`config.mk`:
```
export PLATFORM = sky130hd
export DESIGN_NAME = var_lat_rd_sequencer
export DESIGN_NICKNAME = d
export VERILOG_FILES = /design/src/rtl/var_lat_rd_sequencer_pkg.sv /design/src/rtl/var_lat_rd_sequencer_lat_countdown.sv /design/src/rtl/var_lat_rd_sequencer.sv
export SDC_FILE = /design/constraint.sdc
export NUM_CORES = 1
export LEC_CHECK = 0
export BUFFER_PORTS_ARGS = -buffer_cell sky130_fd_sc_hd__buf_2
export CORE_MARGIN = 2
export CORE_UTILIZATION = 35
export DETAILED_ROUTE_END_ITERATION = 8
export GPL_TIMING_DRIVEN = 0
export PLACE_DENSITY = 0.56
export SLEW_MARGIN = 10
export SYNTH_ARGS = -nofsm -noshare
export SYNTH_HDL_FRONTEND = slang
export SYNTH_SLANG_ARGS = --single-unit
```
`constraint.sdc`:
```
create_clock -name i_clk -period 2.2 [get_ports i_clk]
set_input_delay 0.33 -clock i_clk [delete_from_list [all_inputs] [get_ports i_clk]]
set_output_delay 0.33 -clock i_clk [all_outputs]
set_load 0.03 [all_outputs]
```
`src/rtl/var_lat_rd_sequencer_pkg.sv`:
```
// Shared types for the variable-latency read sequencer: FSM state encoding and
// the latency clamp helper used at request accept time.
package var_lat_pkg;

  typedef enum logic [1:0] {
    IDLE  = 2'd0,
    WRITE = 2'd1,
    WAIT  = 2'd2,
    RESP  = 2'd3
  } state_e;

  typedef struct packed {
    logic [31:0] lat;
    logic        clamped;
  } clamp_res_t;

  // Unsigned clamp into [min_lat, max_lat]; callers zero-extend LAT_W values to 32 bits.
  function automatic clamp_res_t clamp_lat(input logic [31:0] lat,
                                           input logic [31:0] min_lat,
                                           input logic [31:0] max_lat);
    clamp_res_t res;
    if (lat < min_lat) begin
      res.lat     = min_lat;
      res.clamped = 1'b1;
    end else if (lat > max_lat) begin
      res.lat     = max_lat;
      res.clamped = 1'b1;
    end else begin
      res.lat     = lat;
      res.clamped = 1'b0;
    end
    return res;
  endfunction

endpackage

```
`src/rtl/var_lat_rd_sequencer_lat_countdown.sv`:
```
// Loadable down-counter that saturates at zero; used for both the write-phase
// length and the read-latency wait.
module lat_countdown #(
  parameter int W = 8
) (
  input  logic         i_clk,
  input  logic         i_rst,
  input  logic         i_load,
  input  logic [W-1:0] i_load_val,
  input  logic         i_dec,
  output logic         o_zero
);

  logic [W-1:0] r_cnt;

  // Load wins over decrement; decrement stops at zero so the count never wraps.
  always_ff @(posedge i_clk or posedge i_rst) begin
    if (i_rst) begin
      r_cnt <= {W{1'b0}};
    end else if (i_load) begin
      r_cnt <= i_load_val;
    end else if (i_dec && (r_cnt != {W{1'b0}})) begin
      r_cnt <= r_cnt - {{(W-1){1'b0}}, 1'b1};
    end
  end

  assign o_zero = (r_cnt == {W{1'b0}});

endmodule

```
`src/rtl/var_lat_rd_sequencer.sv`:
```
// Write-then-read transaction sequencer: holds wr for WR_CYCLES, waits a clamped
// per-request latency, then presents req_data + OFFSET until accepted.
module var_lat_rd_sequencer
  import var_lat_pkg::*;
#(
  parameter int DATA_W    = 32,
  parameter int LAT_W     = 8,
  parameter int WR_CYCLES = 5,
  parameter int MIN_LAT   = 10,
  parameter int MAX_LAT   = 20,
  parameter int OFFSET    = 10
) (
  input  logic              i_clk,
  input  logic              i_rst,
  input  logic              i_req_valid,
  output logic              o_req_ready,
  input  logic [LAT_W-1:0]  i_req_lat,
  input  logic [DATA_W-1:0] i_req_data,
  output logic              o_wr,
  output logic              o_rsp_valid,
  input  logic              i_rsp_ready,
  output logic [DATA_W-1:0] o_rsp_data,
  output logic              o_busy,
  output logic              o_lat_clamp
);

  state_e            r_state;
  state_e            w_next_state;
  logic              w_accept;
  clamp_res_t        w_clamp;
  logic [LAT_W-1:0]  r_eff_lat;
  logic [LAT_W-1:0]  w_lat_load_val;
  logic              w_wr_zero;
  logic              w_lat_zero;
  logic              w_wr_load;
  logic              w_wr_dec;
  logic              w_lat_load;
  logic              w_lat_dec;
  logic              w_wr_nxt;
  logic              w_rsp_valid_nxt;
  logic              w_busy_nxt;
  logic              w_lat_clamp_nxt;
  logic              r_wr;
  logic              r_rsp_valid;
  logic              r_busy;
  logic              r_lat_clamp;
  logic [DATA_W-1:0] r_rsp_data;

  assign w_accept = i_req_valid && (r_state == IDLE);
  assign w_clamp  = clamp_lat(32'(i_req_lat), 32'(MIN_LAT), 32'(MAX_LAT));

  // The latency counter is loaded with eff_lat-1 so RESP lands exactly eff_lat cycles after wr falls.
  assign w_lat_load_val = (r_eff_lat == {LAT_W{1'b0}}) ? {LAT_W{1'b0}}
                                                       : r_eff_lat - LAT_W'(1);
  assign w_wr_load  = w_accept;
  assign w_wr_dec   = (r_state == WRITE);
  assign w_lat_load = (r_state == WRITE) && w_wr_zero;
  assign w_lat_dec  = (r_state == WAIT);

  lat_countdown #(.W(LAT_W)) u_wr_cnt (
    .i_clk      (i_clk),
    .i_rst      (i_rst),
    .i_load     (w_wr_load),
    .i_load_val (LAT_W'(WR_CYCLES - 1)),
    .i_dec      (w_wr_dec),
    .o_zero     (w_wr_zero)
  );

  lat_countdown #(.W(LAT_W)) u_lat_cnt (
    .i_clk      (i_clk),
    .i_rst      (i_rst),
    .i_load     (w_lat_load),
    .i_load_val (w_lat_load_val),
    .i_dec      (w_lat_dec),
    .o_zero     (w_lat_zero)
  );

  // FSM state register
  always_ff @(posedge i_clk or posedge i_rst) begin
    if (i_rst) begin
      r_state <= IDLE;
    end else begin
      r_state <= w_next_state;
    end
  end

  // FSM next-state decode
  always_comb begin
    w_next_state = r_state;
    case (r_state)
      IDLE: begin
        if (i_req_valid) begin
          w_next_state = WRITE;
        end else begin
          w_next_state = IDLE;
        end
      end
      WRITE: begin
        if (w_wr_zero) begin
          w_next_state = (r_eff_lat == {LAT_W{1'b0}}) ? RESP : WAIT;
        end else begin
          w_next_state = WRITE;
        end
      end
      WAIT: begin
        if (w_lat_zero) begin
          w_next_state = RESP;
        end else begin
          w_next_state = WAIT;
        end
      end
      RESP: begin
        if (i_rsp_ready) begin
          w_next_state = IDLE;
        end else begin
          w_next_state = RESP;
        end
      end
      default: begin
        w_next_state = IDLE;
      end
    endcase
  end

  // FSM output decode from the next state, so the registered outputs line up with the state
  always_comb begin
    w_wr_nxt        = (w_next_state == WRITE);
    w_rsp_valid_nxt = (w_next_state == RESP);
    w_busy_nxt      = (w_next_state != IDLE);
    w_lat_clamp_nxt = w_accept && w_clamp.clamped;
  end

  // Output registers
  always_ff @(posedge i_clk or posedge i_rst) begin
    if (i_rst) begin
      r_wr        <= 1'b0;
      r_rsp_valid <= 1'b0;
      r_busy      <= 1'b0;
      r_lat_clamp <= 1'b0;
    end else begin
      r_wr        <= w_wr_nxt;
      r_rsp_valid <= w_rsp_valid_nxt;
      r_busy      <= w_busy_nxt;
      r_lat_clamp <= w_lat_clamp_nxt;
    end
  end

  // Capture latency and response data at accept; the add wraps modulo 2^DATA_W
  always_ff @(posedge i_clk or posedge i_rst) begin
    if (i_rst) begin
      r_eff_lat  <= {LAT_W{1'b0}};
      r_rsp_data <= {DATA_W{1'b0}};
    end else if (w_accept) begin
      r_eff_lat  <= LAT_W'(w_clamp.lat);
      r_rsp_data <= i_req_data + DATA_W'(OFFSET);
    end
  end

  assign o_req_ready = (r_state == IDLE);
  assign o_wr        = r_wr;
  assign o_rsp_valid = r_rsp_valid;
  assign o_rsp_data  = r_rsp_data;
  assign o_busy      = r_busy;
  assign o_lat_clamp = r_lat_clamp;

endmodule
```
# == Word level (Yosys, flattened, before mapping) ==
# Cells that the tools add are included.
# op_classes
muxes,13
add_sub_neg,4
order_cmp,2
n_mul,0
shifts,0
n_div,0
reduce_logical,14
bitwise,0
eq_ne,5
# op_table
cell,n
2-to-1 mux 8 bit,5
"adder 32 x 4 -> 32 bit, second input constant",1
logical NOT 8 bit,3
"subtractor 8 x 1 -> 8 bit, second input constant",3
2-to-1 mux 9 bit,2
nonzero test 8 bit,2
"> comparator 8 x 5 -> 1 bit, second input constant",1
"< comparator 8 x 4 -> 1 bit, second input constant",1
one-hot mux 2 bit (4 select lines),1
"== test 2 bit, second input constant",3
nonzero test 2 bit,3
logical AND 1 bit,5
"== test 2 x 1 -> 1 bit, second input constant",2
2-to-1 mux 2 bit,2
2-to-1 mux 1 bit,3
logical NOT 2 bit,1
# word_totals
romBits,0
out_inout_bits,37
regBits,62
inputBits,44
ramBits,0
n_memories,0
latchBits,0
word_cells,47

# == Logic depth before layout (Yosys ltp) ==
# logic_depth
ltp_word,5
ltp_mapped,8
depth_no_buf,7

# == Modules after synthesis ==
# Synthesis repeated with hierarchy kept, for this count alone.
# unflattened
hier_cells,387
area_unflattened_um2,3473.3
# modules_own_cells
module,cells_each,n_inst,area_each_um2,seq_area_each_um2
var_lat_rd_sequencer,281,1,2482.4,1151.1
lat_countdown,53,2,495.5,200.2

# == Worst setup path before layout ==
# Ideal clock, no wire load.
# synth_timing
path_type,register -> register
from,reg r_eff_lat[5]
to,"reg r_rsp_valid, in the netlist o_rsp_valid"
stages_incl_launch_ff,6
setup_time_ps,66
path_buffers,0
synth_period_minus_slack_ps,1907
required_time_ps,2134
t_arrival_ps,1841
setup_slack_ps,293
path_cell_list,dfrtp_1 or4_4 or4b_4 a31o_1 nand3_2 and2_1
# synth_via
elab_chain_cells,5
# synth_rtl
item,line_no,text
from (decl),var_lat_rd_sequencer.sv:31,logic [LAT_W-1:0] r_eff_lat;
from (signal assigned),var_lat_rd_sequencer.sv:151,r_eff_lat <= {LAT_W{1'b0}};
from (signal assigned),var_lat_rd_sequencer.sv:154,r_eff_lat <= LAT_W'(w_clamp.lat);
logical NOT 8 bit,var_lat_rd_sequencer.sv:100,w_next_state = (r_eff_lat == {LAT_W{1'b0}}) ? RESP : WAIT;
2-to-1 mux 1 bit,var_lat_rd_sequencer.sv:100,
2-to-1 mux 2 bit,var_lat_rd_sequencer.sv:99,if (w_wr_zero) begin
one-hot mux 2 bit (4 select lines),var_lat_rd_sequencer.sv:90,case (r_state)
net w_next_state[0],var_lat_rd_sequencer.sv:28,state_e w_next_state;
== test 2 bit,var_lat_rd_sequencer.sv:128,w_rsp_valid_nxt = (w_next_state == RESP);
net w_rsp_valid_nxt,var_lat_rd_sequencer.sv:40,logic w_rsp_valid_nxt;
to (signal assigned),var_lat_rd_sequencer.sv:142,r_rsp_valid <= w_rsp_valid_nxt;
to (decl),var_lat_rd_sequencer.sv:44,logic r_rsp_valid;
# The timed path passes the listed nets, and every way through them passes these cells.
# A chain may end at the register's enable or synchronous reset.

# == Worst setup path in the final report ==
# layout_timing
from,reg u_wr_cnt.r_cnt[2]
to,reg u_lat_cnt.r_cnt[3]
# layout_via
elab_chain_cells,3
elab_cells_between_ends,4
cone_classes,mux: 1; reduce/logical: 3
# layout_rtl
item,line_no,text
from (decl),var_lat_rd_sequencer_lat_countdown.sv:14,logic [W-1:0] r_cnt;
from (signal assigned),var_lat_rd_sequencer_lat_countdown.sv:19,r_cnt <= {W{1'b0}};
from (signal assigned),var_lat_rd_sequencer_lat_countdown.sv:21,r_cnt <= i_load_val;
from (signal assigned),var_lat_rd_sequencer_lat_countdown.sv:23,"r_cnt <= r_cnt - {{(W-1){1'b0}}, 1'b1};"
logical NOT 8 bit *,var_lat_rd_sequencer_lat_countdown.sv:27,assign o_zero = (r_cnt == {W{1'b0}});
logical AND 1 bit *,var_lat_rd_sequencer.sv:57,assign w_lat_load = (r_state == WRITE) && w_wr_zero;
2-to-1 mux 8 bit / nonzero test 2 bit (equally long branches),-,
to (signal assigned),var_lat_rd_sequencer_lat_countdown.sv:19,
to (signal assigned),var_lat_rd_sequencer_lat_countdown.sv:21,
to (signal assigned),var_lat_rd_sequencer_lat_countdown.sv:23,
to (decl),var_lat_rd_sequencer_lat_countdown.sv:14,
# Every way passes the cells marked *; elsewhere a longest branch is shown, timed or not.

==> impl_table.tex <==
\begin{tabular}{lr}
\hline
Metric & Value \\
\hline
\multicolumn{2}{l}{\textbf{Outcome}} \\
Status & completed \\
\multicolumn{2}{l}{\textbf{Clock tree}} \\
Sink count of the clock tree & 62 \\
Buffer depth of the longest clock path & 2 \\
Post-cts resize count & 0 \\
Root buffer cell & sky130\_fd\_sc\_hd\_\_clkbuf\_8 \\
TritonCTS clock tree & built \\
H-tree levels & 3 \\
Clock edge transition at the registers on the reported setup and hold paths & approximately 0.060 ns \\
Post-CTS setup buffer count & 0 \\
Clock buffers created by TritonCTS & 9 \\
Hold-fix buffers at CTS & 0 \\
Worst-skew pair later-pin latency & 0.34 ns \\
\multicolumn{2}{l}{\textbf{Detailed routing}} \\
Detail-routed net length per standard cell & 13.2 um \\
Post-route DRC violation count & 0 \\
Total number of vias & 2,842 \\
Detailed router's first-iteration violation count & 104 \\
DRT Wirelength & $\sim$7.7 mm \\
Via density & between 4 and 5 \\
Antenna Nets Post-Route & 0 \\
DR pass1 iterations & 4 \\
\multicolumn{2}{l}{\textbf{Logic synthesis}} \\
Yosys cell types & 47 \\
Ranking of synthesized cells by area & sky130\_fd\_sc\_hd\_\_dfrtp\_1, sky130\_fd\_sc\_hd\_\_xor2\_1, sky130\_fd\_sc\_hd\_\_o21ai\_0 \\
Total standard cell area after synthesis & 3330 um2 \\
Prevailing post-synth register cell & sky130\_fd\_sc\_hd\_\_dfrtp\_1 \\
Area leader, netlist & sky130\_fd\_sc\_hd\_\_dfrtp\_1 \\
Number of register bits inferred by synthesis & 62 \\
Share of the synthesized area in the top cell type & 46.7\% \\
Number of synthesized flops with an enable pin & 0 \\
Async set-reset flop share out of synthesis & 100\% \\
Syn nets & 412 \\
Synth Warn \# & 0 \\
Average footprint of a synthesized cell & roughly 9.2 um2 \\
Post-synthesis cell count & $\sim$360 \\
Count leader, synth & sky130\_fd\_sc\_hd\_\_dfrtp\_1 \\
Part of the Yosys area used for sequential elements & 46.7\% \\
Most common library cells after synthesis & sky130\_fd\_sc\_hd\_\_dfrtp\_1, sky130\_fd\_sc\_hd\_\_nand2\_1, sky130\_fd\_sc\_hd\_\_o21ai\_0 \\
\multicolumn{2}{l}{\textbf{Placed design}} \\
Number of placed instances with taps included & about 570 \\
Post-DP HPWL & 5.81 mm \\
RePlAce Congestion & 0.748 \\
Port Buffer Count & 80 \\
Pre-CTS setup slack & approximately 0.020 ns \\
\multicolumn{2}{l}{\textbf{Setup path}} \\
Crit Path Category & reg2reg \\
Number of cell instances on the worst register-to-register path & 6 \\
Endpoint required time on the critical path & 2.48 ns \\
Endpoint of the lowest-slack register-to-register path & u\_lat\_cnt.r\_cnt[3] \\
Slowest cell on the critical path & sky130\_fd\_sc\_hd\_\_nor4\_2 \\
R2R Path Start & u\_wr\_cnt.r\_cnt[2] \\
Crit path launch type & register \\
Cell chain of the critical path & nor4\_2 -> and3\_1 -> clkbuf\_1 -> nand2\_1 -> o22ai\_1 -> o21a\_1 \\
Largest incremental delay on the critical path & 0.57 ns \\
Crit path DAT & 2.33 ns \\
CP Capture Type & register \\
Crit-path max FO & 7 \\
Worst R2R Setup Slack & 0.15 ns \\
Combined buffer and inverter count along the critical path & 1 \\
Delay-heaviest family, CP & simple AND/OR/NAND/NOR gates \\
\multicolumn{2}{l}{\textbf{Pwr}} \\
Combinational power share & 43.7\% \\
Power Density & 1250 nW/um2 \\
Peak VDD IR & $\sim$0.00052 V \\
Internal power contribution & 2.86 mW \\
Clock power share & between 10\% and 20\% \\
Pleak & 1.86 nW \\
Net switching share of the total power & 44.0\% \\
Portion of total power attributed to sequential cells & 37.7\% \\
Power dissipated by switching net loads & $\sim$2.2 mW \\
\multicolumn{2}{l}{\textbf{Floorplanning}} \\
Floorplan core area & 9240 um2 \\
Chip height & just over 100 um \\
Total die area & 10,300 um2 \\
Standard-cell rows & 35 \\
Horizontal die dimension & $\sim$100 um \\
Number of placed I/O pins & 81 \\
Initial core utilization & 36.0\% \\
\multicolumn{2}{l}{\textbf{Timing}} \\
Number of hold-slack violations in the final timing report & 0 \\
Fin worst setup slack & between 0.15 and 0.2 ns \\
Min cycle time layout & between 2 and 2.5 ns \\
Slew Limit Headroom & 48.4\% \\
Clk\_skew & 0.00578 ns \\
Hold slack final & 0.129 ns \\
Setup violation total in the final timing report & 0 \\
Max-slew violation count & 0 \\
Worst-margin pin slew & 0.775 ns \\
Period utilisation layout & 93.1\% \\
Maximum achievable frequency & 488 MHz \\
\multicolumn{2}{l}{\textbf{Min path}} \\
Hold Crit Class & in2async \\
\multicolumn{2}{l}{\textbf{Global route}} \\
Number of antenna violations at the first check in global routing & 0 \\
First-pass GRT wire length & 13.1 mm \\
Overflow after GRT & 0 \\
Via count of the first global-routing pass & $\sim$2,800 \\
GRT Resource Usage Total & 16.3\% \\
Pin count of the biggest net entering global routing & 63 \\
\multicolumn{2}{l}{\textbf{Finish}} \\
Ant diodes & 0 \\
Number of nets in the layout & 503 \\
Fill cell count & 952 \\
Area growth from synthesis to final layout & 22.8\% \\
Post-layout instance count excluding filler cells & about 590 \\
Share of cells above drive strength 1 & a little under a quarter \\
\multicolumn{2}{l}{\textbf{Flow run}} \\
Max\_cap viols & 0 \\
\hline
\end{tabular}
-- state kept, by name (all words and copies together), names as in the netlist --
signal and flops:
o_rsp_valid 1, r_state 2, u_lat_cnt.r_cnt 8, r_eff_lat 8, o_wr 1, o_busy 1, o_rsp_data 32, o_lat_clamp 1
u_wr_cnt.r_cnt 8
-- layer usage --
| metal | part of all wire (%) | GRT usage [%] | wire, um | vias to the layer above |
|---|---|---|---|---|
| met1 | 45 | 20.1 | 3490 | 1343 |
| met3 | 6.5 | 6.14 | 501 | 7 |
| met2 | 48 | 26.6 | 3680 | 67 |
| met4 | 0.85 | 4.68 | 66 | 0 |
| met5 | 0 | 0 | 0 | - |
| li1 | - | - | - | 1425 |
-- power by group through the flow --
stage	clock network, mW	registers, mW	logic, mW
finish	0.946	1.92	2.23
global route	1.04	1.99	2.48
CTS	0.979	1.93	2.26
detailed placement	0	1.94	2.25
global placement	0	1.92	2.22
floorplan	0	2.49	1.01
-- stage by stage --
step | setup TNS, ns | utilization [%] | power [mW] | area (um2)
2_1_floorplan | 0 | - | 3.50 | 3330
3_5_place_dp | 0 | 42.1 | 4.19 | 3890
3_3_place_gp | -34.10 | 42.1 | 4.14 | 3890
4_1_cts | 0 | 44.1 | 5.16 | 4080
5_1_grt | -0.00769 | 44.2 | 5.51 | 4090
6_report | 0 | 44.2 | 5.10 | 4090
-- cells by family after synthesis --
kind of cell / Yosys count / synth area share, %
buffers and inverters: 29 / 3.27
adders and majority gates: 7 / 2.56
muxes: 4 / 1.20
xor gates and xnor gates: 42 / 11.1
and+or+nand+nor: 154 / 23.9
DFF: 62 / 46.7
AOI/OAI and AO/OA: 64 / 11.4
-- worst reg2reg max path: stages, from the launching register on --
cell                       delay [ns]
sky130_fd_sc_hd__dfrtp_1         0.43
sky130_fd_sc_hd__nor4_2          0.57
sky130_fd_sc_hd__and3_1          0.24
sky130_fd_sc_hd__clkbuf_1        0.25
sky130_fd_sc_hd__nand2_1         0.17
sky130_fd_sc_hd__o22ai_1         0.19
sky130_fd_sc_hd__o21a_1          0.14
-- how the worst max path moves through the flow --
stage          slack [ns]            endpoint              start  depth (start not counted)
2_1_floorplan        0.29         o_rsp_valid       r_eff_lat[5]                          5
3_3_place_gp        -0.55      o_rsp_data[23]              i_rst                          2
3_5_place_dp         0.02      o_rsp_data[26]      i_req_data[6]                          6
4_1_cts               0.1  u_lat_cnt.r_cnt[3]  u_wr_cnt.r_cnt[0]                          8
5_1_grt            -0.008  u_lat_cnt.r_cnt[3]  u_wr_cnt.r_cnt[2]                          6
6_report             0.15  u_lat_cnt.r_cnt[3]  u_wr_cnt.r_cnt[2]                          6
-- cells in the final DEF (no fill, tap or decap), types with 3 or more instances in the layout --
cell type and instances:
sky130_fd_sc_hd__nor2b_1 3, sky130_fd_sc_hd__mux2i_1 4, sky130_fd_sc_hd__ha_1 6, sky130_fd_sc_hd__nor3_1 8, sky130_fd_sc_hd__nor2_1 24, sky130_fd_sc_hd__buf_2 80
sky130_fd_sc_hd__xor2_1 26, sky130_fd_sc_hd__nand3_1 18, sky130_fd_sc_hd__a21oi_1 5, sky130_fd_sc_hd__and2_1 5, sky130_fd_sc_hd__dfrtp_1 62, sky130_fd_sc_hd__xnor2_1 16
sky130_fd_sc_hd__clkbuf_1 12, sky130_fd_sc_hd__nand2_1 56, sky130_fd_sc_hd__o21ai_0 43, sky130_fd_sc_hd__clkbuf_8 13, sky130_fd_sc_hd__and3_1 3, sky130_fd_sc_hd__nor4_1 3
sky130_fd_sc_hd__inv_1 16, sky130_fd_sc_hd__nand4_1 12, sky130_fd_sc_hd__nand2b_1 3
-- area by class of cell --
cell class                 instances  area [um2]  share of cell area, %
multi-input combinational        271        1670                   41.0
clock buffer                      15         186                   4.56
buffer                            12        45.0                   1.10
inverter                          17        66.3                   1.62
tap                              129         161                   3.95
timing repair buffer              80         400                   9.80
sequential                        62        1550                   38.0
Note: power is estimated with default switching activity, not from simulation.
